--- config.mk ---
export PLATFORM = sky130hd
export DESIGN_NAME = ps2_host_tx
export DESIGN_NICKNAME = d
export VERILOG_FILES = /design/src/rtl/ps2_pkg.sv /design/src/rtl/ps2_clk_sync.sv /design/src/rtl/ps2_host_tx.sv
export SDC_FILE = /design/constraint.sdc
export NUM_CORES = 1
export LEC_CHECK = 0
export ABC_CLOCK_PERIOD_IN_PS = 1600
export CAP_MARGIN = 0
export CORE_MARGIN = 5
export CORE_UTILIZATION = 30
export DETAILED_ROUTE_END_ITERATION = 6
export HOLD_SLACK_MARGIN = 0.08
export PLACE_DENSITY = 0.54
export RECOVER_POWER = 100
export SYNTH_ARGS = -nofsm -noshare
export SYNTH_HDL_FRONTEND = slang
export SYNTH_SLANG_ARGS = --single-unit
--- constraint.sdc ---
create_clock -name clk -period 1.6 [get_ports clk]
set_input_delay 0.32 -clock clk [delete_from_list [all_inputs] [get_ports clk]]
set_output_delay 0.32 -clock clk [all_outputs]
set_load 0.01 [all_outputs]
--- src/rtl/ps2_pkg.sv ---
// Shared types and constants for the PS/2 host-to-device transmitter.
// The optional PS2_TX_FILTER_EN build adds a clock-glitch filter in ps2_clk_sync.
package ps2_pkg;

  typedef enum logic [2:0] {
    IDLE,
    INHIBIT,
    START,
    BITS,
    ACK,
    WAIT_IDLE
  } ps2_state_e;

  localparam logic [1:0] ERR_NONE    = 2'b00;
  localparam logic [1:0] ERR_TIMEOUT = 2'b01;
  localparam logic [1:0] ERR_NACK    = 2'b10;

  localparam logic [7:0] CMD_SET_LED = 8'hED;
  localparam logic [7:0] CMD_ECHO    = 8'hEE;
  localparam logic [7:0] CMD_RESET   = 8'hFF;

  // Shift register carries start, 8 data, parity and stop; edge 10 presents stop.
  localparam int         FRAME_W   = 11;
  localparam logic [3:0] STOP_EDGE = 4'd10;

  function automatic logic [FRAME_W-1:0] frame_build(input logic [7:0] d);
    return {1'b1, ~^d, d, 1'b0};
  endfunction

  function automatic int cnt_width(input int a, input int b);
    int m;
    m = (a > b) ? a : b;
    return $clog2(m + 1);
  endfunction

endpackage

--- src/rtl/ps2_clk_sync.sv ---
// PS2_CLK pad synchronizer with falling-edge detect; PS2_TX_FILTER_EN adds an
// 8-sample stability filter between the synchronizer and the edge detector.
module ps2_clk_sync (
  input  logic clk,
  input  logic db_rst,
  input  logic ps2_clk_in,
  output logic clk_s,
  output logic fall
);

  logic [1:0] sync_q;
  logic       lvl;
  logic       lvl_q;

  // NOTE: synchronizer and edge history reset to 1 (released line) so that
  // leaving reset never manufactures a falling edge.
  always_ff @(posedge clk or posedge db_rst) begin
    if (db_rst) begin
      sync_q <= 2'b11;
    end else begin
      sync_q <= {sync_q[0], ps2_clk_in};
    end
  end

`ifdef PS2_TX_FILTER_EN
  logic [2:0] run_q;
  logic       filt_q;

  // A new level is taken only after 8 consecutive samples that disagree with it.
  always_ff @(posedge clk or posedge db_rst) begin
    if (db_rst) begin
      filt_q <= 1'b1;
      run_q  <= '0;
    end else if (sync_q[1] == filt_q) begin
      run_q <= '0;
    end else if (run_q == 3'd7) begin
      filt_q <= sync_q[1];
      run_q  <= '0;
    end else begin
      run_q <= run_q + 1'b1;
    end
  end

  assign lvl = filt_q;
`else
  assign lvl = sync_q[1];
`endif

  always_ff @(posedge clk or posedge db_rst) begin
    if (db_rst) begin
      lvl_q <= 1'b1;
    end else begin
      lvl_q <= lvl;
    end
  end

  assign clk_s = lvl;
  assign fall  = lvl_q & ~lvl;

endmodule

--- src/rtl/ps2_host_tx.sv ---
// Host-to-device PS/2 command transmitter: inhibit, start, 8 data, odd parity,
// stop, device ACK. Build option PS2_TX_FILTER_EN enables the clock glitch filter.
module ps2_host_tx
  import ps2_pkg::*;
#(
  parameter int INHIBIT_CYCLES = 12000,
  parameter int TIMEOUT_CYCLES = 1500000
) (
  input  logic       clk,
  input  logic       db_rst,
  input  logic [7:0] tx_data,
  input  logic       tx_valid,
  output logic       tx_ready,
  input  logic       ps2_clk_in,
  input  logic       ps2_data_in,
  output logic       ps2_clk_oe,
  output logic       ps2_data_oe,
  output logic       busy,
  output logic       tx_done,
  output logic       tx_err,
  output logic [1:0] err_code
);

  localparam int               CNT_W    = cnt_width(INHIBIT_CYCLES, TIMEOUT_CYCLES);
  localparam logic [CNT_W-1:0] INH_LAST = CNT_W'(INHIBIT_CYCLES - 1);
  localparam logic [CNT_W-1:0] TMO_LAST = CNT_W'(TIMEOUT_CYCLES - 1);

  logic clk_s;
  logic clk_fall;
  logic [1:0] data_sync_q;
  logic data_s;

  ps2_state_e         state_q, state_d;
  logic [CNT_W-1:0]   cnt_q, cnt_d;
  logic [3:0]         edge_q, edge_d;
  logic [FRAME_W-1:0] shift_q, shift_d;
  logic [1:0]         code_q, code_d;
  logic               done_q, done_d;
  logic               err_q, err_d;
  logic               clk_oe_q, clk_oe_d;
  logic               data_oe_q, data_oe_d;
  logic               timeout;

  ps2_clk_sync u_clk_sync (
    .clk        (clk),
    .db_rst     (db_rst),
    .ps2_clk_in (ps2_clk_in),
    .clk_s      (clk_s),
    .fall       (clk_fall)
  );

  always_ff @(posedge clk or posedge db_rst) begin
    if (db_rst) begin
      data_sync_q <= 2'b11;
    end else begin
      data_sync_q <= {data_sync_q[0], ps2_data_in};
    end
  end

  assign data_s  = data_sync_q[1];
  assign timeout = (cnt_q == TMO_LAST);

  always_comb begin
    // NOTE: every signal written here gets a default first, so no path through
    // the case statement can leave one unassigned and infer a latch.
    state_d = state_q;
    cnt_d   = cnt_q + 1'b1;
    edge_d  = edge_q;
    shift_d = shift_q;
    code_d  = code_q;
    done_d  = 1'b0;
    err_d   = 1'b0;

    case (state_q)
      IDLE: begin
        cnt_d = '0;
        if (tx_valid) begin
          shift_d = frame_build(tx_data);
          code_d  = ERR_NONE;
          edge_d  = '0;
          state_d = INHIBIT;
        end
      end
      INHIBIT: begin
        if (cnt_q == INH_LAST) begin
          cnt_d   = '0;
          state_d = START;
        end
      end
      START: begin
        cnt_d   = '0;
        edge_d  = '0;
        state_d = BITS;
      end
      BITS: begin
        if (clk_fall) begin
          cnt_d   = '0;
          shift_d = {1'b1, shift_q[FRAME_W-1:1]};
          edge_d  = edge_q + 1'b1;
          if (edge_d == STOP_EDGE) state_d = ACK;
        end else if (timeout) begin
          err_d   = 1'b1;
          code_d  = ERR_TIMEOUT;
          state_d = IDLE;
        end
      end
      ACK: begin
        if (clk_fall) begin
          cnt_d = '0;
          if (data_s) begin
            err_d   = 1'b1;
            code_d  = ERR_NACK;
            state_d = IDLE;
          end else begin
            state_d = WAIT_IDLE;
          end
        end else if (timeout) begin
          err_d   = 1'b1;
          code_d  = ERR_TIMEOUT;
          state_d = IDLE;
        end
      end
      WAIT_IDLE: begin
        if (clk_s && data_s) begin
          done_d  = 1'b1;
          state_d = IDLE;
        end else if (timeout) begin
          err_d   = 1'b1;
          code_d  = ERR_TIMEOUT;
          state_d = IDLE;
        end
      end
      default: state_d = IDLE;
    endcase

    // Pad enables are registered from the next state so the open-drain lines never glitch.
    clk_oe_d  = (state_d == INHIBIT) || (state_d == START);
    data_oe_d = (state_d == START) || ((state_d == BITS) && !shift_d[0]);
  end

  // NOTE: sequential state uses non-blocking assignments only, so every flop
  // samples the pre-edge value of the others.
  always_ff @(posedge clk or posedge db_rst) begin
    if (db_rst) begin
      state_q   <= IDLE;
      cnt_q     <= '0;
      edge_q    <= '0;
      shift_q   <= '1;
      code_q    <= ERR_NONE;
      done_q    <= 1'b0;
      err_q     <= 1'b0;
      clk_oe_q  <= 1'b0;
      data_oe_q <= 1'b0;
    end else begin
      state_q   <= state_d;
      cnt_q     <= cnt_d;
      edge_q    <= edge_d;
      shift_q   <= shift_d;
      code_q    <= code_d;
      done_q    <= done_d;
      err_q     <= err_d;
      clk_oe_q  <= clk_oe_d;
      data_oe_q <= data_oe_d;
    end
  end

  assign tx_ready    = (state_q == IDLE);
  assign busy        = (state_q != IDLE);
  assign ps2_clk_oe  = clk_oe_q;
  assign ps2_data_oe = data_oe_q;
  assign tx_done     = done_q;
  assign tx_err      = err_q;
  assign err_code    = code_q;

endmodule

# Yosys cells after proc, flatten, opt, wreduce, memory -nomap -nowiden
# Index checks and enable logic that the tools add are counted.
# W data, S select, Z words.
# op_classes
n_addsub	2
eq_ne	16
muxes	33
bitwise	2
reduce_logical	16
# ops
cell	n
$pmux W21 S3	1
$mux W21	2
$mux W3	8
$mux W11	2
$pmux W11 S2	1
$add A21 B1 Y21 const B	1
$eq A21 B14 Y1 const B	1
$eq A21 B21 Y1 const B	1
$pmux W3 S6	1
$eq A3 B2 Y1 const B	4
$mux W2	6
$pmux W4 S3	1
$mux W4	2
$ne A2 B2 Y1 const B	4
$pmux W2 S4	1
$reduce_xnor A8 Y1	1
$mux W1	7
$eq A3 B1 Y1 const B	2
$eq A3 B3 Y1 const B	2
$reduce_and A3 Y1	2
$reduce_bool A3 Y1	2
$reduce_and A5 Y1	1
$add A4 B1 Y4 const B	1
$eq A4 B4 Y1 const B	1
other kinds (11)	14
# word_totals
regBits	50
output_inout_bits	8

# Depth between registers and ports, before layout
# depth
depth_word	8
ltp_mapped	7

# Modules after synthesis
# Synthesis repeated with hierarchy kept, for this count alone.
# unflattened
cells_unflattened	265
area_unflattened_um2	2695.1
# by_module_without_submodules
module	instances	cells_per_inst	area_each_um2	seq_area_each_um2
ps2_host_tx	1	260	2598.7	1192.4
ps2_clk_sync	1	5	96.3	78.8

# Worst setup path before layout
# OpenSTA, ideal clock, no wires.
# synth_path
path_kind	reg2reg
startpoint	reg cnt_q[10]
endpoint	reg state_q[0]
setup_time_ns	0.134
t_arrival_ns	1.635
setup_slack_ns	-0.169
stages_incl_launch_ff	6
synth_period_minus_slack_ns	1.769
cell_sequence	dfrtp_1 or4b_4 nor3_2 nand2_1 a221oi_2 o21ai_1
# synth_between
elab_chain_len	4
# synth_rtl
element	line	rtl
from (decl)	ps2_host_tx.sv:34	logic [CNT_W-1:0] cnt_q, cnt_d;
from (signal assigned)	ps2_host_tx.sv:156	cnt_q <= cnt_d;
$eq A21 B21 Y1	ps2_host_tx.sv:61	assign timeout = (cnt_q == TMO_LAST);
$mux W3	ps2_host_tx.sv:101, ps2_host_tx.sv:117, ps2_host_tx.sv:127	
$mux W3 (on tied branches)	ps2_host_tx.sv:124, ps2_host_tx.sv:96, ps2_host_tx.sv:108	
$pmux W3 S6 (*)	ps2_host_tx.sv:74	case (state_q)
named net state_d[0]	ps2_host_tx.sv:33	ps2_state_e state_q, state_d;
to (signal assigned)	ps2_host_tx.sv:155	state_q <= state_d;
to (decl)	ps2_host_tx.sv:33	
# The timed path passes the listed nets; every way through them passes the cells marked *.
# A chain may end at the register's enable or synchronous reset.

# Worst setup path in the final report
# layout_path
startpoint	reg cnt_q[0]
endpoint	reg clk_oe_q (netlist: ps2_clk_oe)
# layout_between
elab_chain_len	6
# layout_rtl
element	line	rtl
$eq A21 B21 Y1	ps2_host_tx.sv:61	
$mux W3	ps2_host_tx.sv:101, ps2_host_tx.sv:117, ps2_host_tx.sv:127	
$mux W3 (on tied branches)	ps2_host_tx.sv:124, ps2_host_tx.sv:96, ps2_host_tx.sv:108	
$pmux W3 S6 (*)	ps2_host_tx.sv:74	
$eq A3 B1 Y1 or $eq A3 B2 Y1 (tied branches)	ps2_host_tx.sv:137	clk_oe_d = (state_d == INHIBIT) || (state_d == START);
$logic_or A1 B1 Y1 (*)	ps2_host_tx.sv:137	
named net clk_oe_d	ps2_host_tx.sv:40	logic clk_oe_q, clk_oe_d;
to (signal assigned)	ps2_host_tx.sv:162	clk_oe_q <= clk_oe_d;
to (decl)	ps2_host_tx.sv:40	
# Marks and branches as above.

==> impl_results.md <==
* Status: complete, but fails checks
* Failing checks: negative setup slack
* Fill count at 839
* Cells after synthesis at 260
* Asr flop ratio synth at 100%
* Max-slew violation count at 0
* Synth Net Count at 276
* Chip width at 103 µm
* Most frequent cell after synthesis: dfrtp_1
* Nets at 376
* Req. time, crit path at 1800 ps
* Worst R2R Setup Slack at -130 ps
* Switching share of total power at 23.1%
* HP Start: data_sync_q[0]
* Synth Register Bits at 50
* Post-DR wirelength/cell at 13.4 µm
* Largest net degree at the start of global routing at 22
* RSZ-0062 raised after global routing: yes
* Worst path top cell family by delay: simple AND/OR/NAND/NOR gates
* Post-synth EDFFs at 0
* GR Util All Layers at 12.4%
* Cts bufs inserted at 5
* Clk root buf: clkbuf_8
* Via count at 2251
* Commonest cells post-synth: 34 x dfrtp_1, 32 x nor2_1, 22 x nand2_1
* PortBufs at 20
* Fin cells at 469
* CORE AREA at 8590 µm²
* Synth area leader: dfrtp_1
* DRC at 0
* Final Core Density at 43.4%
* Cell variety after synth at 51
* First-pass GRT wire length at 10400 µm
* Top Ports at 21
* Layout cells sized above 1 at 38.8%
* # clock sinks at 50
* Sequential area share after synthesis at 48.6%
* Most frequent CP cell: buf_4
* Hold Path Sink: data_sync_q[1]
* Leakage at 0.00172 µW
* Final worst-path cycle share at 108%
* Ys flop type: dfrtp_1
* Hold crit path type: flip-flop to flip-flop
* Clock Latency Late Sink at 320 ps
* Peak VDD IR at 353 µV
* Setup violations, final at 31
* Total wire length at 6300 µm
* Die Y at 103 µm
* Combinational Power Share at 6.4%
* Dpl hpwl at 4510 µm
* Power Density at 649 nW/µm²
* Internal power at 1860 µW
* DIE AREA at 10700 µm²
* CP max FO at 4
* Critical path's slowest cell: dfrtp_1
* Layout overhead on the synthesized area at 42.6%
* DRT iter0 DRCs at 101
* TritonCTS clock tree: built
* Gr ovfl total at 0
* Worst clock skew at 13.7 ps
* Hold Path Depth at 0
* Max Root-Sink Buffers at 2
* Clock Power Share at 39.2%
* Setup_tns at -2050 ps
* Design area at 3730 µm²
* Inst Count DP at 446
* Max Cap Violations at 0
* Fmax at 0.579 GHz
* Clk slew on worst S/H paths at 100 ps
* Min cycle time layout at 1730 ps
* Share of power burned in registers at 54.5%
* H-tree levels at 2
* DR vias/cell at 4.80
* Net Sw Power at 560 µW
* Worst EP arrival at 1930 ps
* Vias in the first global route at 2204
* ANT cells at 0
* Syn avg cell area at 10.1 µm²
* Final worst slack at -127 ps
* Detailed Routing Iterations Pass 1 at 5
* Worst slew pin tran at 551 ps
* Cells on worst reg2reg path at 8
* Setup Crit Path Kind: flip-flop to flip-flop
* Post-Syn Area at 2620 µm²
* CP Capture Type: flip-flop
* Worst r2r src: cnt_q[0]
* Final GP Congestion at 0.833
* Worst path cell trace: ha_2 > nand4_1 > nor4_4 > buf_4 > nand2_2 > buf_4 > a21oi_1 > a2111oi_2
* Final Hold Fails at 0
* Critical path startpoint category: flip-flop
* DP Area at 3450 µm²
* RR Endpoint: ps2_clk_oe
* Critical path buffer and inverter count at 2
* Ys Warns at 0
* Share of the synthesized area in the top cell type at 32.5%
* Synth area leaders: dfrtp_1 33%, dfstp_2 16%, xor2_1 4.7%, nor2_1 4.6%, xnor2_1 4.0%
* Worst stage delay on the critical path at 360 ps
* Max-slew headroom at 63.2%
* Routed Antenna Nets at 0
* Initial Util at 30.5%
* Initial antenna violation count at 0
* Site row count at 34
cells in the final DEF (no fill, tap or decap), drive strengths merged, types with 9 or more instances in the layout:
cell and instances:
a222oi 9, buf 80, clkbuf 10, clkdlybuf4s50 14, dfrtp 34, dfstp 16, inv 19, nand2 22
nand3 13, nor2 32, o21ai 14, xnor2 12, xor2 14
worst max path at each step:
| stage | from | to | slack [ps] | depth (start not counted) |
|---|---|---|---|---|
| floorplan | cnt_q[0] | cnt_q[10] | -100 | 7 |
| global placement | tx_valid | shift_q[6] | -290 | 6 |
| detailed placement | tx_valid | ps2_data_oe | -320 | 6 |
| CTS | cnt_q[11] | ps2_clk_oe | -140 | 5 |
| global route | cnt_q[0] | ps2_clk_oe | -280 | 7 |
| finish | cnt_q[0] | ps2_clk_oe | -130 | 8 |
cell families after synthesis:
logic type	share of synthesized area [%]
XOR/XNOR	8.70
AO/OA/AOI/OAI	14.5
buffers and inverters	5.59
AND/OR/NAND/NOR	21.2
adder cells (fa/ha/maj)	1.43
flip-flops	48.6
final cells by class:
type	count	area, µm²	share of cell area (%)
Clock buffer	5	68.8	1.84
Clock inverter	3	47.5	1.27
Inverter	17	63.8	1.71
Multi-Input combinational cell	183	1310	35.1
Sequential cell	50	1270	34.1
Tap cell	108	135	3.62
Timing Repair Buffer	103	837	22.4
through the flow:
step           setup WS [ps]  power [µW]  hold slack [ps]
2_1_floorplan           -101        1420              324
5_1_grt                 -283        2530              368
3_5_place_dp            -325        1510              348
4_1_cts                 -135        2470              307
3_3_place_gp            -291        1500              346
6_report                -127        2420              360
registers in the layout, summed over array words and instances (netlist names):
name,count
cnt_q,21
shift_q,11
u_clk_sync.lvl_q,1
tx_done,1
data_sync_q,2
ps2_clk_oe,1
edge_q,4
err_code,2
ps2_data_oe,1
state_q,3
u_clk_sync.sync_q,2
tx_err,1
repair_timing:
item | 4_1_cts | 5_1_grt
buffers inserted | 6 | 8
hold buffers | 0 | 0
gates resized for setup | 23 | 22
setup endpoints to repair | 41 | 45
pin swaps | 5 | 16
cloned | 1 | 0
layer usage:
metal | global-route usage, % | routed length, µm | up-vias
li1 | - | - | 1121
met1 | 16.2 | 2880 | 1094
met2 | 20.5 | 3100 | 29
met3 | 3.09 | 228 | 7
met4 | 2.99 | 88 | 0
met5 | 0 | 0 | -
power groups by stage:
stage | Combinational, µW | Clock (µW) | Sequential (µW)
2_1_floorplan | 80.7 | 0 | 1340
3_3_place_gp | 163 | 0 | 1340
3_5_place_dp | 165 | 0 | 1340
4_1_cts | 166 | 981 | 1320
5_1_grt | 173 | 1030 | 1320
6_report | 154 | 949 | 1320
Power figures use the tool's default switching activity.
